===== config.mk =====
export PLATFORM = sky130hd
export DESIGN_NAME = qspi_tx_scheduler_flat
export DESIGN_NICKNAME = d
export VERILOG_FILES = /design/src/rtl/qspi_link_pkg.sv /design/src/rtl/qspi_tx_scheduler_if.sv /design/src/rtl/qspi_rr_arbiter.sv /design/src/rtl/qspi_tx_scheduler.sv /design/src/flat_wrapper.sv
export SDC_FILE = /design/constraint.sdc
export NUM_CORES = 1
export LEC_CHECK = 0
export BUFFER_PORTS_ARGS = -buffer_cell sky130_fd_sc_hd__clkbuf_2
export CAP_MARGIN = 5
export CORE_ASPECT_RATIO = 1.25
export CORE_MARGIN = 8
export CORE_UTILIZATION = 48
export CTS_CLUSTER_SIZE = 28
export DETAILED_ROUTE_END_ITERATION = 12
export GPL_ROUTABILITY_DRIVEN = 0
export PLACE_DENSITY = 0.9
export SLEW_MARGIN = 10
export SYNTH_ARGS = -nofsm -noshare
export SYNTH_HDL_FRONTEND = slang
export SYNTH_HIERARCHICAL = 1
export SYNTH_SLANG_ARGS = --single-unit

===== constraint.sdc =====
create_clock -name clk_i -period 4.6 [get_ports clk_i]
set_input_delay 0.46 -clock clk_i [delete_from_list [all_inputs] [get_ports clk_i]]
set_output_delay 0.46 -clock clk_i [all_outputs]
set_load 0.01 [all_outputs]

===== src/rtl/qspi_link_pkg.sv =====
// Shared constants, FSM states and framing helper for the ESP32 QSPI link scheduler.
package qspi_link_pkg;

  localparam int PAYLOAD_W       = 28;
  localparam int HDR_W           = 4;
  localparam int WORD_W          = HDR_W + PAYLOAD_W;
  localparam int MIN_PACE_CYCLES = 40;

  localparam logic [HDR_W-1:0] HDR_KEEPALIVE = 4'h0;

  typedef enum logic [1:0] {
    IDLE  = 2'd0,
    ISSUE = 2'd1,
    PACE  = 2'd2
  } sched_state_e;

  function automatic logic [WORD_W-1:0] frame_word(input logic [HDR_W-1:0]     hdr,
                                                   input logic [PAYLOAD_W-1:0] payload);
    return {hdr, payload};
  endfunction

endpackage


===== src/rtl/qspi_tx_scheduler_if.sv =====
// Requester/serializer signal bundle of the QSPI tx scheduler; slave = scheduler side.
interface qspi_tx_scheduler_if #(
  parameter int NUM_REQ = 4
);
  import qspi_link_pkg::*;

  logic                         enable_i;
  logic [NUM_REQ-1:0]           req_valid_i;
  logic [NUM_REQ*PAYLOAD_W-1:0] req_data_i;
  logic [NUM_REQ-1:0]           req_ready_o;
  logic                         ser_wr_o;
  logic [WORD_W-1:0]            ser_data_o;
  logic                         busy_o;

  modport slave (
    input  enable_i, req_valid_i, req_data_i,
    output req_ready_o, ser_wr_o, ser_data_o, busy_o
  );

  modport master (
    output enable_i, req_valid_i, req_data_i,
    input  req_ready_o, ser_wr_o, ser_data_o, busy_o
  );

endinterface


===== src/rtl/qspi_rr_arbiter.sv =====
// Pointer-based round-robin arbiter: grants the first request at or after the pointer,
// and on advance moves the pointer just past the granted requester.
module qspi_rr_arbiter #(
  parameter  int NUM_REQ = 4,
  localparam int IDX_W   = (NUM_REQ > 1) ? $clog2(NUM_REQ) : 1
) (
  input  logic               clk_i,
  input  logic               rst_n,
  input  logic [NUM_REQ-1:0] req_i,
  input  logic               advance_i,
  output logic [NUM_REQ-1:0] gnt_o,
  output logic [IDX_W-1:0]   gnt_idx_o,
  output logic               gnt_any_o
);

  logic [IDX_W-1:0] ptr_q, ptr_d;
  logic [IDX_W-1:0] idx;

  always_comb begin
    gnt_o     = '0;
    gnt_idx_o = '0;
    gnt_any_o = 1'b0;
    idx       = '0;
    for (int k = 0; k < NUM_REQ; k++) begin
      idx = IDX_W'((int'(ptr_q) + k) % NUM_REQ);
      if (!gnt_any_o && req_i[idx]) begin
        gnt_any_o      = 1'b1;
        gnt_o[idx]     = 1'b1;
        gnt_idx_o      = idx;
      end
    end
  end

  always_comb begin
    ptr_d = ptr_q;
    if (advance_i && gnt_any_o)
      ptr_d = (int'(gnt_idx_o) == NUM_REQ - 1) ? '0 : gnt_idx_o + 1'b1;
  end

  always_ff @(posedge clk_i or negedge rst_n) begin
    if (!rst_n) ptr_q <= '0;
    else        ptr_q <= ptr_d;
  end

endmodule


===== src/rtl/qspi_tx_scheduler.sv =====
// Round-robin QSPI word scheduler: frames requester payloads, paces serializer writes
// so no pending word is overwritten, and emits keepalive words on a quiet link.
module qspi_tx_scheduler
  import qspi_link_pkg::*;
#(
  parameter int NUM_REQ          = 4,
  parameter int PACE_CYCLES      = 40,
  parameter int KEEPALIVE_CYCLES = 4096
) (
  input  logic                clk_i,
  input  logic                rst_n,
  qspi_tx_scheduler_if.slave  bus
);

  localparam int  IDX_W  = (NUM_REQ > 1) ? $clog2(NUM_REQ) : 1;
  localparam int  PACE_W = $clog2(PACE_CYCLES);
  localparam int  KA_W   = $clog2(KEEPALIVE_CYCLES + 2);
  localparam bit  KA_EN  = (KEEPALIVE_CYCLES != 0);

  sched_state_e                       state_q, state_d;
  logic [WORD_W-1:0]                  word_q, word_d;
  logic [PACE_W-1:0]                  pace_q, pace_d;
  logic [KA_W-1:0]                    ka_q, ka_d;

  logic [NUM_REQ-1:0]                 gnt;
  logic [IDX_W-1:0]                   gnt_idx;
  logic                               gnt_any;
  logic                               advance;
  logic [NUM_REQ-1:0]                 ready;
  logic [NUM_REQ-1:0][PAYLOAD_W-1:0]  payload;

  assign payload = bus.req_data_i;

  qspi_rr_arbiter #(.NUM_REQ(NUM_REQ)) u_arb (
    .clk_i     (clk_i),
    .rst_n     (rst_n),
    .req_i     (bus.req_valid_i),
    .advance_i (advance),
    .gnt_o     (gnt),
    .gnt_idx_o (gnt_idx),
    .gnt_any_o (gnt_any)
  );

  // Pulse spacing: ISSUE + (PACE_CYCLES-2) PACE cycles + the granting IDLE cycle.
  // The keepalive fires on the (KEEPALIVE_CYCLES+1)th consecutive quiet IDLE cycle,
  // so a quiet link carries one keepalive every KEEPALIVE_CYCLES+PACE_CYCLES cycles.
  always_comb begin
    state_d = state_q;
    word_d  = word_q;
    pace_d  = pace_q;
    ka_d    = ka_q;
    advance = 1'b0;
    ready   = '0;
    unique case (state_q)
      IDLE: begin
        if (!bus.enable_i) begin
          ka_d = '0;
        end else if (gnt_any) begin
          ready   = gnt;
          advance = 1'b1;
          word_d  = frame_word(HDR_W'(gnt_idx) + HDR_W'(1), payload[gnt_idx]);
          ka_d    = '0;
          state_d = ISSUE;
        end else if (KA_EN && ka_q == KA_W'(KEEPALIVE_CYCLES)) begin
          word_d  = frame_word(HDR_KEEPALIVE, '0);
          ka_d    = '0;
          state_d = ISSUE;
        end else if (KA_EN) begin
          ka_d = ka_q + 1'b1;
        end
      end
      ISSUE: begin
        pace_d  = PACE_W'(PACE_CYCLES - 3);
        ka_d    = '0;
        state_d = PACE;
      end
      PACE: begin
        ka_d = '0;
        if (pace_q == '0) state_d = IDLE;
        else              pace_d  = pace_q - 1'b1;
      end
      default: state_d = IDLE;
    endcase
  end

  always_ff @(posedge clk_i or negedge rst_n) begin
    if (!rst_n) begin
      state_q <= IDLE;
      word_q  <= '0;
      pace_q  <= '0;
      ka_q    <= '0;
    end else begin
      state_q <= state_d;
      word_q  <= word_d;
      pace_q  <= pace_d;
      ka_q    <= ka_d;
    end
  end

  // ready is combinational from valid; gate it so reset silences it immediately
  assign bus.req_ready_o = ready & {NUM_REQ{rst_n}};
  assign bus.ser_wr_o    = (state_q == ISSUE);
  assign bus.ser_data_o  = word_q;
  assign bus.busy_o      = (state_q != IDLE);

endmodule


===== src/flat_wrapper.sv =====
// flat-port wrapper written by rule: the top's interface ports become plain ports
module qspi_tx_scheduler_flat import qspi_link_pkg::*;
#(
  parameter int NUM_REQ          = 4,
  parameter int PACE_CYCLES      = 40,
  parameter int KEEPALIVE_CYCLES = 4096
)
  (clk_i, rst_n, bus_enable_i, bus_req_valid_i, bus_req_data_i, bus_req_ready_o, bus_ser_wr_o, bus_ser_data_o, bus_busy_o);
  qspi_tx_scheduler_if #(.NUM_REQ(NUM_REQ)) bus_i ();
  input  logic clk_i;
  input  logic rst_n;
  input wire logic [$bits(bus_i.enable_i)-1:0] bus_enable_i;
  input wire logic [$bits(bus_i.req_valid_i)-1:0] bus_req_valid_i;
  input wire logic [$bits(bus_i.req_data_i)-1:0] bus_req_data_i;
  output wire logic [$bits(bus_i.req_ready_o)-1:0] bus_req_ready_o;
  output wire logic [$bits(bus_i.ser_wr_o)-1:0] bus_ser_wr_o;
  output wire logic [$bits(bus_i.ser_data_o)-1:0] bus_ser_data_o;
  output wire logic [$bits(bus_i.busy_o)-1:0] bus_busy_o;
  assign bus_i.enable_i = bus_enable_i;
  assign bus_i.req_valid_i = bus_req_valid_i;
  assign bus_i.req_data_i = bus_req_data_i;
  assign bus_req_ready_o = bus_i.req_ready_o;
  assign bus_ser_wr_o = bus_i.ser_wr_o;
  assign bus_ser_data_o = bus_i.ser_data_o;
  assign bus_busy_o = bus_i.busy_o;
  qspi_tx_scheduler #(.NUM_REQ(NUM_REQ), .PACE_CYCLES(PACE_CYCLES), .KEEPALIVE_CYCLES(KEEPALIVE_CYCLES)) u_core (.clk_i(clk_i), .rst_n(rst_n), .bus(bus_i));
endmodule

==> summary.md, run 1 <==
| Metric | Value |
|---|---|
| Count of cell types in the netlist | `51` |
| Clock share of power | `9.6%` |
| Final Non-Filler Cells | `529` |
| Clock latency on the worst-skew pair | `0.31 ns` |
| Antenna violations before repair | `0` |
| VDD IR max | `358.7 µV` |
| Synth warnings | `6` |
| Vias per inst | `5.839` |
| Average wire per standard cell | `19.99 µm` |
| Count leader, synth | `dfrtp_1` |
| Mapped Area | `3571 µm²` |
| Core ar. | `7313 µm²` |
| Post-Route WL | `10580 µm` |
| Endpoints failing setup | `0` |
| EDFF count, synth | `0` |
| Die area | `10470 µm²` |
| IO buf count | `155` |
| Comb pwr share | `63.6%` |
| Post-CTS Setup Inserts | `0` |
| Placement Cell Area | `4394 µm²` |
| Clock Path Buffers | `2` |
| PostCTS Resize Cnt | `0` |
| Pint | `1717 µW` |
| Final HPWL from detailed placement | `8579 µm` |
| GRT Util Overall | `20.57%` |
| Max Clock Skew | `0.007604 ns` |
| Predominant post-synthesis flop cell | `dfrtp_1` |
| Synth Net Count | `420` |
| Die Width | `93.15 µm` |
| Post-Place Cells | `521` |
| Global-route wire length before repair | `17260 µm` |
| Critical Path AT | `4.06 ns` |
| Fillers | `561` |
| Startpoint types | `flip-flop` |
| # rows | `35` |
| Status | `finished, final reports clean` |
| TNS Setup | `0 ns` |
| Register area share after synthesis | `37.84%` |
| Vias | `3089` |
| DRC Markers | `0` |
| Area leader, netlist | `dfrtp_1` |
| Async SR Flop Fraction | `100.0%` |
| Synthesized area per cell | `12.44 µm²` |
| Area Overhead vs Synth | `25.75%` |
| Final ANT Viol Nets | `0` |
| Min-Delay Path Class | `in -> async` |
| CTS buffer count | `5` |
| Critical setup path kind | `reg -> reg` |
| Top post-synthesis cells by area | `dfrtp_1 (38%), mux4_2 (19%), a22o_1 (7.8%), ha_1 (4.9%), mux2i_1 (2.0%)` |
| Worst setup EP type | `flip-flop` |
| Final hold viol count | `0` |
| Largest net degree at the start of global routing | `59` |
| Number of global-route vias before repair | `3471` |
| Minimum clock period | `3.843 ns` |
| Fin area | `4491 µm²` |
| 1st-iter DRT viols | `202` |
| Worst Tran Pin Value | `0.8974 ns` |
| Initial cell density of the core | `48.83%` |
| Most frequent cells after synthesis | `dfrtp_1 (54), a22o_1 (32), mux4_2 (30), nor2_1 (17), ha_1 (14)` |
| Max frequency | `260.2 MHz` |
| MaxCap Viol Count | `0` |
| Syn Inst Count | `287` |
| Fin nets | `569` |
| Switching power share of the total | `41.41%` |
| CP required | `4.81 ns` |
| CTS tree | `yes` |
| Max FO, Critical Path | `21` |
| Flop pwr share | `26.9%` |
| CTS root buffer | `clkbuf_8` |
| RSZ-0062 raised after global routing | `false` |
| Cts hold-fix bufs | `0` |
| Grt ovf | `0` |
| #FFs+latches synth | `54` |
| Ports | `157` |
| CTS Sinks | `54` |
| Net Sw Power | `1213 µW` |
| Tcrit/Tclk final | `83.55%` |
| DRT Pass-1 Iters | `4` |
| Leakage power | `0.002159 µW` |
| Max-slew headroom | `39.94%` |
| Top-area cell type share of the netlist area | `37.84%` |
| Flop2flop setup slack | `0.76 ns` |
| Slew Limit Fails | `0` |
| ANT cells | `0` |
| Power Density | `652.4 nW/µm²` |
| Worst-path clk slew | `0.11 ns` |
| Layout cells sized above 1 | `48.05%` |
| H-Tree Depth | `2` |
| Chip height | `112.4 µm` |
cells by family (layout without fill, tap and decap cells):
| group | Yosys count | in the layout | synth area share (%) |
|---|---|---|---|
| AOI/OAI and AO/OA | 66 | 66 | 14.96 |
| xor gates and xnor gates | 10 | 10 | 2.453 |
| adders and majority gates | 14 | 14 | 4.905 |
| buffers and inverters | 31 | 181 | 4.625 |
| DFF | 54 | 54 | 37.84 |
| muxes | 43 | 43 | 23.20 |
| other | 1 | 1 | 0.1050 |
| and+or+nand+nor | 68 | 68 | 11.91 |
per-stage QoR:
step / hold slack [ns] / total power [µW] / util [%] / setup WS (ns)
3_3_place_gp: 0.4648 / 2574 / 60.09 / 0.9099
2_1_floorplan: 0.1644 / 2212 / - / 1.417
3_5_place_dp: 0.4750 / 2659 / 60.09 / 0.7580
6_report: 0.2707 / 2929 / 61.40 / 0.7567
4_1_cts: 0.3032 / 2940 / 61.40 / 0.7308
5_1_grt: 0.3404 / 3148 / 61.40 / 0.4405
registers in the layout (all words and copies together), names as in the netlist, named ones only:
signal                 flops
u_core/bus.ser_data_o     31
u_core/state_q             2
u_core/ka_q               13
u_core/pace_q              6
u_core/u_arb/ptr_q         1
path summary, 6_finish.rpt:
path                             startpoint                        end  cells past startpoint
setup / recovery                  flip-flop   u_core/bus.ser_data_o[1]                      8
hold / removal                        rst_n  u_core/bus.ser_data_o[20]                      2
setup reg to reg                  flip-flop   u_core/bus.ser_data_o[1]                      8
hold reg to reg            u_core/pace_q[5]           u_core/pace_q[5]                      1
max in group asynchronous             rst_n  u_core/bus.ser_data_o[12]                      2
min in group clk_i         u_core/pace_q[5]           u_core/pace_q[5]                      1
worst max-delay path, stage by stage, from the launching register on:
cell and delay (ns):
dfrtp_1 0.74, inv_1 0.19, ha_1 0.41, mux4_2 0.36, o21ai_0 0.18, o21ai_4 0.73
buf_4 0.38, mux4_2 0.54, a22o_1 0.20
placed cells by master (no fill, tap or decap), types with 2 or more instances in the layout:
master	instances
mux2i_1	7
a22o_1	32
a22oi_1	5
mux2_2	2
nor3_1	6
clkbuf_8	5
and3_1	7
inv_1	12
ha_1	14
nand4_1	3
o21ai_0	2
a31oi_1	3
nor4b_4	2
o21ai_1	3
nand2_1	7
mux4_2	30
nor2_1	17
xnor2_1	8
dfrtp_1	54
o311a_1	2
nor2b_1	3
mux2_1	3
nand3_1	5
nor4_1	6
a221o_1	4
clkbuf_2	155
buf_4	5
xor2_1	2
a41oi_1	2
nand2b_1	3
a21oi_1	6
cell type report:
| class | instances | area (µm²) | share of cell area, % |
|---|---|---|---|
| tap | 92 | 115.1 | 2.563 |
| timing repair buffer | 160 | 813.3 | 18.11 |
| clock inverter | 3 | 27.53 | 0.6130 |
| multi-input combinational | 202 | 2066 | 46.00 |
| inverter | 13 | 48.80 | 1.087 |
| clock buffer | 5 | 68.82 | 1.532 |
| sequential | 54 | 1351 | 30.09 |
power groups by stage:
stage          clock (µW)  sequential (µW)  combinational [µW]
3_3_place_gp            0              786                1790
2_1_floorplan           0              810                1400
4_1_cts               286              786                1870
6_report              280              787                1860
5_1_grt               302              813                2030
3_5_place_dp            0              792                1870
routing by layer:
| metal | track usage (%) | wire (µm) | up-vias |
|---|---|---|---|
| met5 | 0 | 0 | - |
| met4 | 6.789 | 236 | 0 |
| met3 | 5.607 | 838 | 20 |
| met2 | 36.97 | 5633 | 146 |
| met1 | 22.51 | 3869 | 1502 |
| li1 | - | - | 1421 |
No activity file was read; power rests on OpenSTA's default activity.
==> run 2, diff against run 1 <==
--- a/config.mk
+++ b/config.mk
@@ -5,15 +5,16 @@
 export SDC_FILE = /design/constraint.sdc
 export NUM_CORES = 1
 export LEC_CHECK = 0
+export ABC_AREA = 1
 export BUFFER_PORTS_ARGS = -buffer_cell sky130_fd_sc_hd__clkbuf_2
 export CAP_MARGIN = 5
 export CORE_ASPECT_RATIO = 1.25
 export CORE_MARGIN = 8
-export CORE_UTILIZATION = 48
+export CORE_UTILIZATION = 45
 export CTS_CLUSTER_SIZE = 28
 export DETAILED_ROUTE_END_ITERATION = 12
 export GPL_ROUTABILITY_DRIVEN = 0
-export PLACE_DENSITY = 0.9
+export PLACE_DENSITY = 0.87
 export SLEW_MARGIN = 10
 export SYNTH_ARGS = -nofsm -noshare
 export SYNTH_HDL_FRONTEND = slang
==> constraint.sdc (replaced) <==
create_clock -name clk_i -period 3.1 [get_ports clk_i]
set_input_delay 0.31 -clock clk_i [delete_from_list [all_inputs] [get_ports clk_i]]
set_output_delay 0.31 -clock clk_i [all_outputs]
set_load 0.01 [all_outputs]
==> run 2 against run 1 <==
Against the previous run:
- non-clock buffer count is 1 higher
- clock power increased by 36%
- highest routed layer is now met5
- area after synthesis rose by 8.4%
- critical path depth up 5
- largest cell class unchanged
- setup slack worse by 0.55 ns
- register-to-register slack worse by 0.46 ns
- wire length is 20% higher
- global-route usage increased by 0.56 points
- utilization decreased by 5.5 points
- power grew 98%
- synthesized cell count is 94% higher
- largest power group unchanged
==> summary.md, run 2 <==
| Metric | Value |
|---|---|
| Number of global-route vias before repair | `4456 (was 3471)` |
| Max-slew headroom | `41.56% (was 39.94%)` |
| Area leader, netlist | `dfrtp_1 (unchanged)` |
| Ports | `157 (unchanged)` |
| Synth warnings | `6 (unchanged)` |
| # rows | `38 (was 35)` |
| EDFF count, synth | `0 (unchanged)` |
| Initial cell density of the core | `45.47% (was 48.83%)` |
| PostCTS Resize Cnt | `0 (unchanged)` |
| Max FO, Critical Path | `7 (was 21)` |
| Final HPWL from detailed placement | `9719 µm (was 8579 µm)` |
| Antenna violations before repair | `1 (was 0)` |
| Count leader, synth | `nand2_1 (was dfrtp_1)` |
| Most frequent cells in the layout | `nand2_1 (159), clkbuf_2 (155), nor2_1 (89) (was clkbuf_2 (155), dfrtp_1 (54), a22o_1 (32))` |
| Mapped Area | `3870 µm² (was 3571 µm²)` |
| Max reg flops | `31 (unchanged)` |
| Grt ovf | `0 (unchanged)` |
| Vias per inst | `5.461 (was 5.839)` |
| Max frequency | `345.3 MHz` |
| Most frequent cells after synthesis | `nand2_1 (159), nor2_1 (89), o21ai_0 (60), dfrtp_1 (54), inv_1 (36) (was dfrtp_1 (54), a22o_1 (32), mux4_2 (30), nor2_1 (17), ha_1 (14))` |
| Clock latency on the worst-skew pair | `0.31 ns (about the same)` |
| Post-Route WL | `12740 µm (was 10580 µm)` |
| Fin nets | `833 (was 569)` |
| Startpoint types | `flip-flop (unchanged)` |
| Layout cells sized above 1 | `29.43% (was 48.05%)` |
| Worst R2R End | `u_core/bus.ser_data_o[25] (was u_core/bus.ser_data_o[1])` |
| Final design utilization | `55.90% (was 61.40%)` |
| 1st-iter DRT viols | `331 (was 202)` |
| TNS Setup | `0 ns (unchanged)` |
| Area Overhead vs Synth | `22.92% (was 25.75%)` |
| Chip height | `119.7 µm (was 112.4 µm)` |
| Crit path cell chain | `inv_1 > ha_4 > inv_1 > nand3_1 > nand2_4 > nand3_4 > inv_2 > nand3_2 > inv_1 > nor3_4 > nand2_1 > nor2_1 > clkbuf_2 (was inv_1 > ha_1 > mux4_2 > o21ai_0 > o21ai_4 > buf_4 > mux4_2 > a22o_1)` |
| Crit path to | `bus_req_ready_o[2] (was u_core/bus.ser_data_o[1])` |
| Status | `finished, final reports clean (unchanged)` |
| Fin area | `4757 µm² (was 4491 µm²)` |
| Count of cell types in the netlist | `33 (was 51)` |
| Post-CTS Setup Inserts | `0 (unchanged)` |
| CTS Sinks | `54 (unchanged)` |
| GRT Util Overall | `21.13% (was 20.57%)` |
| Worst Tran Pin Value | `0.8757 ns (was 0.8974 ns)` |
| Max Clock Skew | `0.01047 ns (was 0.007604 ns)` |
| Leakage power | `0.002545 µW (was 0.002159 µW)` |
| Worst setup EP type | `output pin (was flip-flop)` |
| IO buf count | `155 (unchanged)` |
| Crit path max-delay cell type | `dfrtp_2 (was dfrtp_1)` |
| CTS buffer count | `5 (unchanged)` |
| Slew Limit Fails | `0 (unchanged)` |
| Predominant post-synthesis flop cell | `dfrtp_1 (unchanged)` |
| Average wire per standard cell | `15.92 µm (was 19.99 µm)` |
| #FFs+latches synth | `54 (unchanged)` |
| Vias | `4369 (was 3089)` |
| Worst Reg-to-Reg Cells | `14 (was 8)` |
| Final ANT Viol Nets | `0 (unchanged)` |
| Power Density | `1221 nW/µm² (was 652.4 nW/µm²)` |
| Die area | `11840 µm² (was 10470 µm²)` |
| Footprint of the multi-input gates | `2205 µm² (was 2066 µm²)` |
| Crit path from | `u_core/u_arb/ptr_q[1]` |
| Worst-path clk slew | `0.10 ns (was 0.11 ns)` |
| Synthesized area per cell | `6.960 µm² (was 12.44 µm²)` |
| Final hold viol count | `0 (unchanged)` |
| Synth Net Count | `689 (was 420)` |
| Flop2flop setup slack | `0.30 ns (was 0.76 ns)` |
| Syn Inst Count | `556 (was 287)` |
| Placement Cell Area | `4666 µm² (was 4394 µm²)` |
| Clock Path Buffers | `2 (unchanged)` |
| Cts hold-fix bufs | `0 (unchanged)` |
| Top-area cell type share of the netlist area | `34.92% (was 37.84%)` |
| Minimum clock period | `2.896 ns` |
| DRC Markers | `0 (unchanged)` |
| Top post-synthesis cells by area | `dfrtp_1 (35%), nand2_1 (15%), nor2_1 (8.6%), o21ai_0 (7.8%), o22ai_1 (4.8%) (was dfrtp_1 (38%), mux4_2 (19%), a22o_1 (7.8%), ha_1 (4.9%), mux2i_1 (2.0%))` |
| Register area share after synthesis | `34.92% (was 37.84%)` |
| Tcrit/Tclk final | `93.42%` |
| RSZ-0062 raised after global routing | `false (unchanged)` |
| Async SR Flop Fraction | `100.0% (unchanged)` |
| Core ar. | `8511 µm² (was 7313 µm²)` |
| DRT Pass-1 Iters | `6 (was 4)` |
| Most common cell on crit path | `inv_1 (was mux4_2)` |
| Min-Delay Path Class | `in -> async (unchanged)` |
| Die Width | `98.95 µm (was 93.15 µm)` |
| Critical setup path kind | `reg -> out (was reg -> reg)` |
| Fillers | `795 (was 561)` |
| MaxCap Viol Count | `0 (unchanged)` |
| Reg2reg start | `u_core/u_arb/ptr_q[1]` |
| ANT cells | `0 (unchanged)` |
| Most common cell after layout, fill and taps aside | `nand2_1 (was clkbuf_2)` |
| FF/Latch Area | `1354 µm² (was 1351 µm²)` |
| CP required | `2.79 ns (was 4.81 ns)` |
| VDD IR max | `1338 µV (was 358.7 µV)` |
| Largest net degree at the start of global routing | `60 (was 59)` |
| H-Tree Depth | `2 (unchanged)` |
| Global-route wire length before repair | `20670 µm (was 17260 µm)` |
| Critical Path AT | `2.59 ns (was 4.06 ns)` |
| CTS root buffer | `clkbuf_8 (unchanged)` |
| CP max stage delay | `0.44 ns (was 0.74 ns)` |
| Endpoints failing setup | `0 (unchanged)` |
| CTS tree | `yes (unchanged)` |
==> run 2: cell types whose count changed after synthesis, moves of 8 or more <==
cell     before  now
a22o_1       32    0
nor2_1       17   89
inv_1        12   36
xnor2_1       8    0
nand3_1       5   15
mux4_2       30    0
nand2_2       0   10
nand2_1       7  159
o21ai_0       2   60
o22ai_1       0   30
==> run 2: layer usage <==
layer  wire, µm  part of all wire [%]  track usage [%]  up-vias
li1           -                     -                -     2100
met1       4937                    39            23.39     2034
met2       6505                    51            36.79      185
met3        779                   6.1            4.577       48
met4        501                   3.9            11.65        2
met5         13                  0.10                0        -
==> run 2: critical path: cells and delay by family (launching register included) <==
| family | cells | cell delay, ns |
|---|---|---|
| AND/OR/NAND/NOR | 7 | 0.93 |
| flip-flops | 1 | 0.44 |
| adder cells (fa/ha/maj) | 1 | 0.32 |
| buffers and inverters | 5 | 0.57 |
==> run 2: worst min path at each step <==
| stage | slack [ns] | cells after the start | endpoint | startpoint |
|---|---|---|---|---|
| after floorplan | 0.01 | 0 | u_core/bus.ser_data_o[0] | rst_n |
| after CTS | 0.21 | 2 | u_core/pace_q[4] | rst_n |
| after global placement | 0.46 | 2 | u_core/bus.ser_data_o[22] | u_core/bus.ser_data_o[22] |
| final | 0.18 | 2 | u_core/pace_q[4] | rst_n |
| after detailed placement | 0.46 | 2 | u_core/bus.ser_data_o[11] | u_core/bus.ser_data_o[11] |
| after global routing | 0.25 | 2 | u_core/pace_q[4] | rst_n |
==> run 2: kinds of logic (layout without fill, tap and decap cells) <==
group,after synthesis,after routing,share of synthesized area [%]
flops,54,54,34.92
xor+xnor,7,7,1.584
buf+inv,67,211,8.439
other cells,1,1,0.09690
simple gates,301,301,34.34
compound gates,112,112,16.10
fa+ha+maj,14,14,4.526
==> run 2: area by class of cell <==
class | count | share of cell area, %
multi-input cells | 435 | 46.34
flip-flops and latches | 54 | 28.46
repair buffers | 161 | 17.52
inverters | 43 | 3.446
well taps | 100 | 2.630
clock buffers | 7 | 1.604
==> run 2: stage by stage <==
step,std cells,setup slack (ns),hold WS (ns),power [µW]
4_1_cts,800,0.08584,0.2132,5744
6_report,800,0.2039,0.1824,5810
5_1_grt,800,0.06891,0.2474,6348
3_5_place_dp,793,0.2649,0.4611,5350
3_3_place_gp,793,0.4154,0.4560,5130
2_1_floorplan,556,0.7042,0.01441,4348
==> run 2: report_power, final <==
part	internal, µW	switching [µW]	total, µW	leakage (µW)
logic	1460	2830	4290	0.00182
clock network	156	223	380	0.0000383
registers	972	168	1140	0.000689
total	2590	3220	5810	0.00254
